## src/rtl/instr_fetch_pkg.sv

```systemverilog
// Shared definitions for the instruction-fetch unit.
//   pc_src_e      : pc_source encodings (PC+4, branch, jump, hold)
//   fetch_state_e : fetch FSM state encoding
//   OPCODE_MSB/LSB: opcode field position inside the instruction word
//   RESET_PC      : PC value after reset
//   branch_offset : sign-extended, word-scaled branch displacement
package instr_fetch_pkg;

    typedef enum logic [1:0] {
        PC_SRC_PLUS4  = 2'b00,
        PC_SRC_BRANCH = 2'b01,
        PC_SRC_JUMP   = 2'b10,
        PC_SRC_HOLD   = 2'b11
    } pc_src_e;

    typedef enum logic [1:0] {
        ST_IDLE = 2'b00,
        ST_REQ  = 2'b01,
        ST_WAIT = 2'b10,
        ST_DONE = 2'b11
    } fetch_state_e;

    localparam int          OPCODE_MSB = 31;
    localparam int          OPCODE_LSB = 26;
    localparam logic [31:0] RESET_PC   = 32'h0000_0000;

    function automatic logic [31:0] branch_offset(input logic [15:0] imm);
        return {{14{imm[15]}}, imm, 2'b00};
    endfunction

endpackage

```

## src/rtl/instr_fetch_pc_next_calc.sv

```systemverilog
// pc_next_calc: combinational next-PC selection.
//   pc           : current (word-aligned) PC
//   pc_source    : 00 PC+4, 01 branch, 10 jump, 11 hold
//   branch_taken : branch condition from the datapath
//   imm_field    : instr[25:0] (jump index; [15:0] is the branch immediate)
//   pc_plus4     : pc + 4, wrapping modulo 2^32
//   pc_next      : PC to load when pc_write is asserted
module pc_next_calc
    import instr_fetch_pkg::*;
(
    input  logic [31:0] pc,
    input  logic [1:0]  pc_source,
    input  logic        branch_taken,
    input  logic [25:0] imm_field,
    output logic [31:0] pc_plus4,
    output logic [31:0] pc_next
);

    logic [31:0] branch_tgt;
    logic [31:0] jump_tgt;

    assign pc_plus4   = pc + 32'd4;
    assign branch_tgt = pc_plus4 + branch_offset(imm_field[15:0]);
    // Jumps stay inside the 256 MB region of the delay-slot address.
    assign jump_tgt   = {pc_plus4[31:28], imm_field, 2'b00};

    always_comb begin
        pc_next = pc;
        case (pc_src_e'(pc_source))
            PC_SRC_PLUS4:  pc_next = pc_plus4;
            PC_SRC_BRANCH: pc_next = branch_taken ? branch_tgt : pc_plus4;
            PC_SRC_JUMP:   pc_next = jump_tgt;
            PC_SRC_HOLD:   pc_next = pc;
            default:       pc_next = pc;
        endcase
    end

endmodule

```

## src/rtl/instr_fetch.sv

```systemverilog
// instr_fetch: PC register, instruction register and memory-fetch FSM.
//   clk, rst                 : clock, async active-high reset
//   fetch_start              : request a fetch at the current pc (IDLE only)
//   pc_write, pc_source,
//   branch_taken             : PC update strobe and selection
//   mem_req/mem_addr/
//   mem_rdata/mem_ack        : instruction-memory handshake
//   instr, opcode            : instruction register and its opcode field
//   pc, pc_plus4, instr_valid: program counter, pc+4, instr matches pc
// Optional: define FETCH_PERF_CNT_EN to add saturating fetch_count and
// stall_count outputs.
module instr_fetch
    import instr_fetch_pkg::*;
(
    input  logic        clk,
    input  logic        rst,
    input  logic        fetch_start,
    input  logic        pc_write,
    input  logic [1:0]  pc_source,
    input  logic        branch_taken,
    output logic        mem_req,
    output logic [31:0] mem_addr,
    input  logic [31:0] mem_rdata,
    input  logic        mem_ack,
    output logic [31:0] instr,
    output logic [5:0]  opcode,
    output logic [31:0] pc,
    output logic [31:0] pc_plus4,
    output logic        instr_valid
`ifdef FETCH_PERF_CNT_EN
    ,
    output logic [15:0] fetch_count,
    output logic [15:0] stall_count
`endif
);

    fetch_state_e state, state_nx;
    logic [31:2]  pc_q;        // low bits are structurally zero
    logic [31:0]  pc_next;
    logic [31:0]  fetch_addr;  // address of the outstanding fetch
    logic         stale;       // pc moved while the fetch was in flight
    logic         busy;
    logic         start_take;
    logic         ack_take;

    assign pc     = {pc_q, 2'b00};
    assign opcode = instr[OPCODE_MSB:OPCODE_LSB];

    pc_next_calc u_pc_next (
        .pc           (pc),
        .pc_source    (pc_source),
        .branch_taken (branch_taken),
        .imm_field    (instr[25:0]),
        .pc_plus4     (pc_plus4),
        .pc_next      (pc_next)
    );

    assign busy       = (state == ST_REQ) || (state == ST_WAIT);
    assign start_take = (state == ST_IDLE) && fetch_start;
    assign ack_take   = busy && mem_ack;

    always_comb begin
        state_nx = state;
        mem_req  = 1'b0;
        mem_addr = '0;
        case (state)
            ST_IDLE: if (fetch_start) state_nx = ST_REQ;
            ST_REQ, ST_WAIT: begin
                mem_req  = 1'b1;
                mem_addr = fetch_addr;
                state_nx = mem_ack ? ST_DONE : ST_WAIT;
            end
            ST_DONE: state_nx = ST_IDLE;
            default: state_nx = ST_IDLE;
        endcase
    end

    always_ff @(posedge clk or posedge rst) begin
        if (rst) begin
            state       <= ST_IDLE;
            pc_q        <= RESET_PC[31:2];
            instr       <= '0;
            instr_valid <= 1'b0;
            fetch_addr  <= '0;
            stale       <= 1'b0;
        end else begin
            state <= state_nx;
            if (pc_write)
                pc_q <= pc_next[31:2];
            if (ack_take)
                instr <= mem_rdata;
            // A same-cycle pc_write is applied before the fetch is issued.
            if (start_take)
                fetch_addr <= pc_write ? pc_next : pc;
            if (state == ST_DONE)
                instr_valid <= !(stale || pc_write);
            else if (pc_write || fetch_start)
                instr_valid <= 1'b0;
            if (start_take)
                stale <= 1'b0;
            else if (pc_write && (state != ST_IDLE))
                stale <= 1'b1;
        end
    end

`ifdef FETCH_PERF_CNT_EN
    always_ff @(posedge clk or posedge rst) begin
        if (rst) begin
            fetch_count <= '0;
            stall_count <= '0;
        end else begin
            if (ack_take && (fetch_count != 16'hFFFF))
                fetch_count <= fetch_count + 16'd1;
            if ((state == ST_WAIT) && !mem_ack && (stall_count != 16'hFFFF))
                stall_count <= stall_count + 16'd1;
        end
    end
`endif

endmodule

```

## config.mk

```make
export PLATFORM = sky130hd
export DESIGN_NAME = instr_fetch
export DESIGN_NICKNAME = d
export VERILOG_FILES = /design/src/rtl/instr_fetch_pkg.sv /design/src/rtl/instr_fetch_pc_next_calc.sv /design/src/rtl/instr_fetch.sv
export SDC_FILE = /design/constraint.sdc
export NUM_CORES = 1
export LEC_CHECK = 0
export BUFFER_PORTS_ARGS = -buffer_cell sky130_fd_sc_hd__clkbuf_2
export CAP_MARGIN = 0
export CORE_AREA = 4 4 122 124
export DETAILED_ROUTE_END_ITERATION = 16
export DIE_AREA = 0 0 126 128
export PLACE_DENSITY_LB_ADDON = 0.08
export SYNTH_ARGS = -nofsm -noshare
export SYNTH_HDL_FRONTEND = slang
export SYNTH_HIERARCHICAL = 1
export SYNTH_SLANG_ARGS = --single-unit
```

## constraint.sdc

```tcl
create_clock -name clk -period 5.5 [get_ports clk]
set_clock_uncertainty 0.1 [all_clocks]
set_input_delay 0.55 -clock clk [delete_from_list [all_inputs] [get_ports clk]]
set_output_delay 0.55 -clock clk [all_outputs]
set_load 0.02 [all_outputs]
```

[Yosys cells after proc, flatten, opt, wreduce, memory -nomap -nowiden]
Cells that the tools add are included.
Widths: inputs -> output; s select.
Word-level totals
  input port bits: 40
  logic and storage cells: 40
  bits in latches: 0
  ROM bits: 0
  memories: 0
  register bits: 98
  RAM bits: 0
  output and inout port bits: 136
Operators by class
  $mul: 0
  bitwise logic cells: 0
  equality and inequality tests: 7
  shift-type cells: 0
  divide/modulo/power cells: 0
  add/subtract/negate cells: 2
  order comparisons: 0
  multiplexer cells: 12
  reduce and logical (&&, ||, !) cells: 13
Operator list (count)
  $pmux 32 s4: 1
  $mux 32: 3
  $add 32x3->32 const B: 1
  $add 32x32->32: 1
  $eq 2x2->1 const B: 4
  $mux 1: 6
  $pmux 2 s3: 1
  $reduce_bool 2->1: 3
  $eq 2x1->1 const B: 2
  $logic_not 2->1: 2
  $logic_and 1x1->1: 3
  $logic_or 1x1->1: 3
  $mux 2: 1
  $ne 2x2->1 const B: 1
  $reduce_or 2->1: 1
  $logic_not 1->1: 1

[Longest topological paths before layout]
  depth after elaboration: 5
  depth in mapped cells: 21
  depth with buffers taken out: 19

[Modules after synthesis]
The synthesis kept the hierarchy.
By module, submodules not included
  instr_fetch: cells each 271, seq. area each 2452.4 µm², times used 1, area an instance 4266.6 µm²
  pc_next_calc: cells each 461, seq. area each 0.0 µm², times used 1, area an instance 3209.3 µm²

[Worst setup path before layout]
No wires, ideal clock.
  path type: register to register
  start: register pc_q[10] (netlist name)
  end: register fetch_addr[31]
  arrival time: 4.581 ns
  setup slack: 0.693 ns
  library setup time: 0.125 ns
  path buffers: 2
  data required time: 5.275 ns
  stages on the path, launching flop included: 22
  path through: dfrtp_1 > buf_4 > and4_4 > and3_4 > nand3_4 > nor2_1 > nand3_1 > xnor2_1 > ha_1 > buf_2 > a21o_1 > a21o_1 > a21oi_1 > o221ai_1 > a21o_1 > a221oi_2 > xnor2_1 > a211oi_2 > a311oi_2 > xnor2_1 > mux2_4 > mux2_4
On the way
  word-level cells in the longest chain between the ends: 5
Ends and longest elaborated chain
  start: declaration: line instr_fetch.sv:38  | logic [31:2] pc_q;
  start signal: assignment: line instr_fetch.sv:81  | pc_q <= RESET_PC[31:2];
  start signal: assignment: line instr_fetch.sv:89  | pc_q <= pc_next[31:2];
  $add 32x3->32: line instr_fetch_pc_next_calc.sv:22  | assign pc_plus4 = pc + 32'd4;
  named net pc_plus4[20]: line instr_fetch.sv:28  | output logic [31:0] pc_plus4,
  $add 32x32->32: line instr_fetch_pc_next_calc.sv:23  | assign branch_tgt = pc_plus4 + branch_offset(imm_field[15:0]);
  $mux 32: line instr_fetch_pc_next_calc.sv:31  | PC_SRC_BRANCH: pc_next = branch_taken ? branch_tgt : pc_plus4;
  $pmux 32 s4: line instr_fetch_pc_next_calc.sv:29  | case (pc_src_e'(pc_source))
  named net pc_next[31]: line instr_fetch.sv:39  | logic [31:0] pc_next;
  $mux 32: line instr_fetch.sv:94  | fetch_addr <= pc_write ? pc_next : pc;
  end signal: assignment: line instr_fetch.sv:94
  end: declaration: line instr_fetch.sv:40  | logic [31:0] fetch_addr;
The timed path passes the listed nets, and every way through them passes these cells.
A chain may end at the register's enable or synchronous reset.

[Worst setup path in the final report]
  start: register pc_q[10] (netlist name)
  end: register fetch_addr[31]
On the way
  word-level cells in the longest chain between the ends: 5
Ends and longest elaborated chain (line)
  $add 32x3->32 (*): instr_fetch_pc_next_calc.sv:22
  $add 32x32->32: instr_fetch_pc_next_calc.sv:23
  $mux 32: instr_fetch_pc_next_calc.sv:31
  $pmux 32 s4 (*): instr_fetch_pc_next_calc.sv:29
  named net pc_next[31]: instr_fetch.sv:39
  $mux 32 (*): instr_fetch.sv:94
Mark *: on every way through the listed nets, which the timed path passes. The rest lies on a longest branch.

==> results.md <==
* Status: completed
* Mapped Cells at 732
* Met2 usage at 45.5%
* CTS sink count at 98
* Largest net degree at the start of global routing at 56
* Root Driver: clkbuf_16
* GRT Overall Usage at 27.3%
* Fillers at 1168
* Resized cells post-CTS at 0
* H-tree Lvls at 3
* Clock Latency Late Sink at 350 ps
* Port bufs at 171
* Met1 Use GR at 36.6%
* Tmin final at 5030 ps
* Final setup violation count at 0
* Grt ovf at 0
* Area growth from synthesis to final layout at 15.2%
* Nets at 961
* Most common cell in the synthesized netlist: dfrtp_1
* Placer Congestion at 0.990
* Via density per instance at 6.01
* Flops & latches, synth at 98
* Routed wire length at 22.3 mm
* Die Ht at 128 um
* Max transition margin at 18.3%
* Crit Path Max Fanout at 9
* # rows at 43
* Initial antenna violation count at 0
* Initial DRC count at 440
* Critical path class: flop to flop
* Slew @ Worst Pin at 1230 ps
* Synth top area share at 32.8%
* Share of cells above drive strength 1 at 35.8%
* Final hold vios at 0
* Max Cap Viol at 0
* Detail Placement HPWL at 16.2 mm
* Vias after detailed routing at 6422
* CTS hold repair buffers at 0
* First-pass GRT wire length at 35.1 mm
* Leading area contributor after synthesis: dfrtp_1
* Max IR drop VDD at 0.000519 V
* Synth area leaders: dfrtp_1 33%, mux2_4 11%, ha_1 6.2%, mux2_2 4.7%, xnor2_1 4.1%
* Arr. time, crit path at 5160 ps
* Ys Warns at 6
* Core footprint at 0.0138 mm^2
* Total negative slack at 0 ps
* Antenna diodes at 0
* Max clock buf depth at 2
* Final hold slack at 133 ps
* Mean post-synth cell area at 10.2 um^2
* Post-synth EDFFs at 0
* HP Class: primary input to async pin
* FMAX at 0.199 GHz
* Avg WL per Cell at 20.9 um
* Slew Viols, Final at 0
* Critical Path RT at 5630 ps
* Seq/Total Area, Yosys at 32.8%
* Starting Density at 54.3%
* DRC violations left at 0
* Clock slew at reported path FFs at 70 ps
* IO Pins at 176
* Post-route ant nets at 0
* Global Route met3 Usage at 4.29%
* Die area at 0.0161 mm^2
* Vias in the first global route at 6351
* Die width at 126 um
* Final instance area at 0.00861 mm^2
* Top cells by count, synth: 98 x dfrtp_1, 56 x mux2_4, 46 x nand2_1
* TritonCTS clock tree: done
* Postcts setup bufs at 0
* Count of cell types in the netlist at 82
* Register area at 0.00245 mm^2
* Post-synthesis cell area at 0.00748 mm^2
* RSZ-0062 raised after global routing: no
* Crit start category: flop
* Grt peak-use layer: met2
* Synth Flop Type: dfrtp_1
* Final Cycle Share at 91.4%
* Setup crit end kind: flop
* Multi-input logic area at 0.00466 mm^2
* Asr flop ratio synth at 100%
* Num CTS Buffers at 9
* Placed inst area at 0.00835 mm^2
* Pwr/cell area at 791 mW/mm^2
* Leakage at 4.15 nW
* Drt pass-1 iters at 5
[worst max-delay path, cell delays in order, from the launching register on]
cell,delay (ps)
dfrtp_1,520
and4_4,310
and3_4,240
nand3_4,100
or3_4,440
nor2_4,170
nand3_2,110
xnor2_2,320
ha_1,390
a21o_1,250
a21o_1,190
a21o_1,200
a221oi_2,320
xnor2_1,180
a211oi_2,290
a311oi_2,70
xnor2_1,190
mux2_4,270
mux2_4,260
[metrics by stage]
step / power (mW) / instances / setup WS, ps / util [%]
2_1_floorplan: 4.91 / 737 / 693 / -
3_5_place_dp: 6.18 / 1052 / 520 / 60.6
6_report: 6.81 / 1068 / 474 / 62.5
4_1_cts: 6.81 / 1068 / 503 / 62.5
3_3_place_gp: 6.12 / 1052 / 550 / 60.6
5_1_grt: 7.25 / 1068 / 251 / 62.5
[cell type report]
| class | count | share of cell area [%] |
|---|---|---|
| Clock inverter | 4 | 0.334 |
| Timing Repair Buffer | 178 | 10.5 |
| Clock buffer | 12 | 2.75 |
| Sequential cell | 98 | 28.5 |
| Multi-Input combinational cell | 570 | 54.1 |
| Inverter | 26 | 1.16 |
| Tap cell | 180 | 2.62 |
[cell families after synthesis]
logic type               count (synthesis)  synth area share [%]
AND/OR/NAND/NOR                        201                  14.6
adder cells (fa/ha/maj)                 38                  6.46
multiplexers                           110                  20.1
flip-flops                              98                  32.8
XOR/XNOR                                53                  6.31
other                                    1                0.0502
AO/OA/AOI/OAI                          162                  14.5
buffers and inverters                   69                  5.14
[report_power, final]
group	switching [mW]	internal, mW	total, mW
Sequential	0.455	1.08	1.53
Combinational	2.70	1.99	4.69
Clock	0.285	0.308	0.593
[path summary, 6_finish.rpt]
kind	from	to	slack, ps	cells after the start
worst max-delay path	pc_q[10]	fetch_addr[31]	470	18
worst max register to register	pc_q[10]	fetch_addr[31]	470	18
min in group clk	mem_rdata[3]	instr[3]	300	2
worst min register to register	fetch_addr[8]	fetch_addr[8]	410	1
worst min-delay path	rst	state[0]	130	2
max in group asynchronous	rst	instr[15]	4010	3
[per-layer routing]
layer | part of all wire [%] | vias to the layer above
li1 | - | 2929
met1 | 43 | 3164
met2 | 48 | 287
met3 | 6.7 | 42
met4 | 2.0 | 0
met5 | 0 | -
[sequential cells by signal (all words and copies together), names as in the netlist]
register,flops
state,2
instr,32
instr_valid,1
stale,1
pc_q,30
fetch_addr,32
[cells in the final DEF, fill, tap and decap left out, types with 22 or more instances in the layout]
| cell type | instances |
|---|---|
| a21oi_1 | 45 |
| inv_1 | 24 |
| mux2_2 | 31 |
| ha_1 | 37 |
| nor2_1 | 36 |
| xnor2_1 | 35 |
| nand3_1 | 22 |
| mux2_4 | 56 |
| dfrtp_1 | 98 |
| o21ai_0 | 28 |
| nand2_1 | 46 |
| clkbuf_2 | 171 |
| and2_1 | 35 |
No activity file was read; power rests on OpenSTA's default activity.
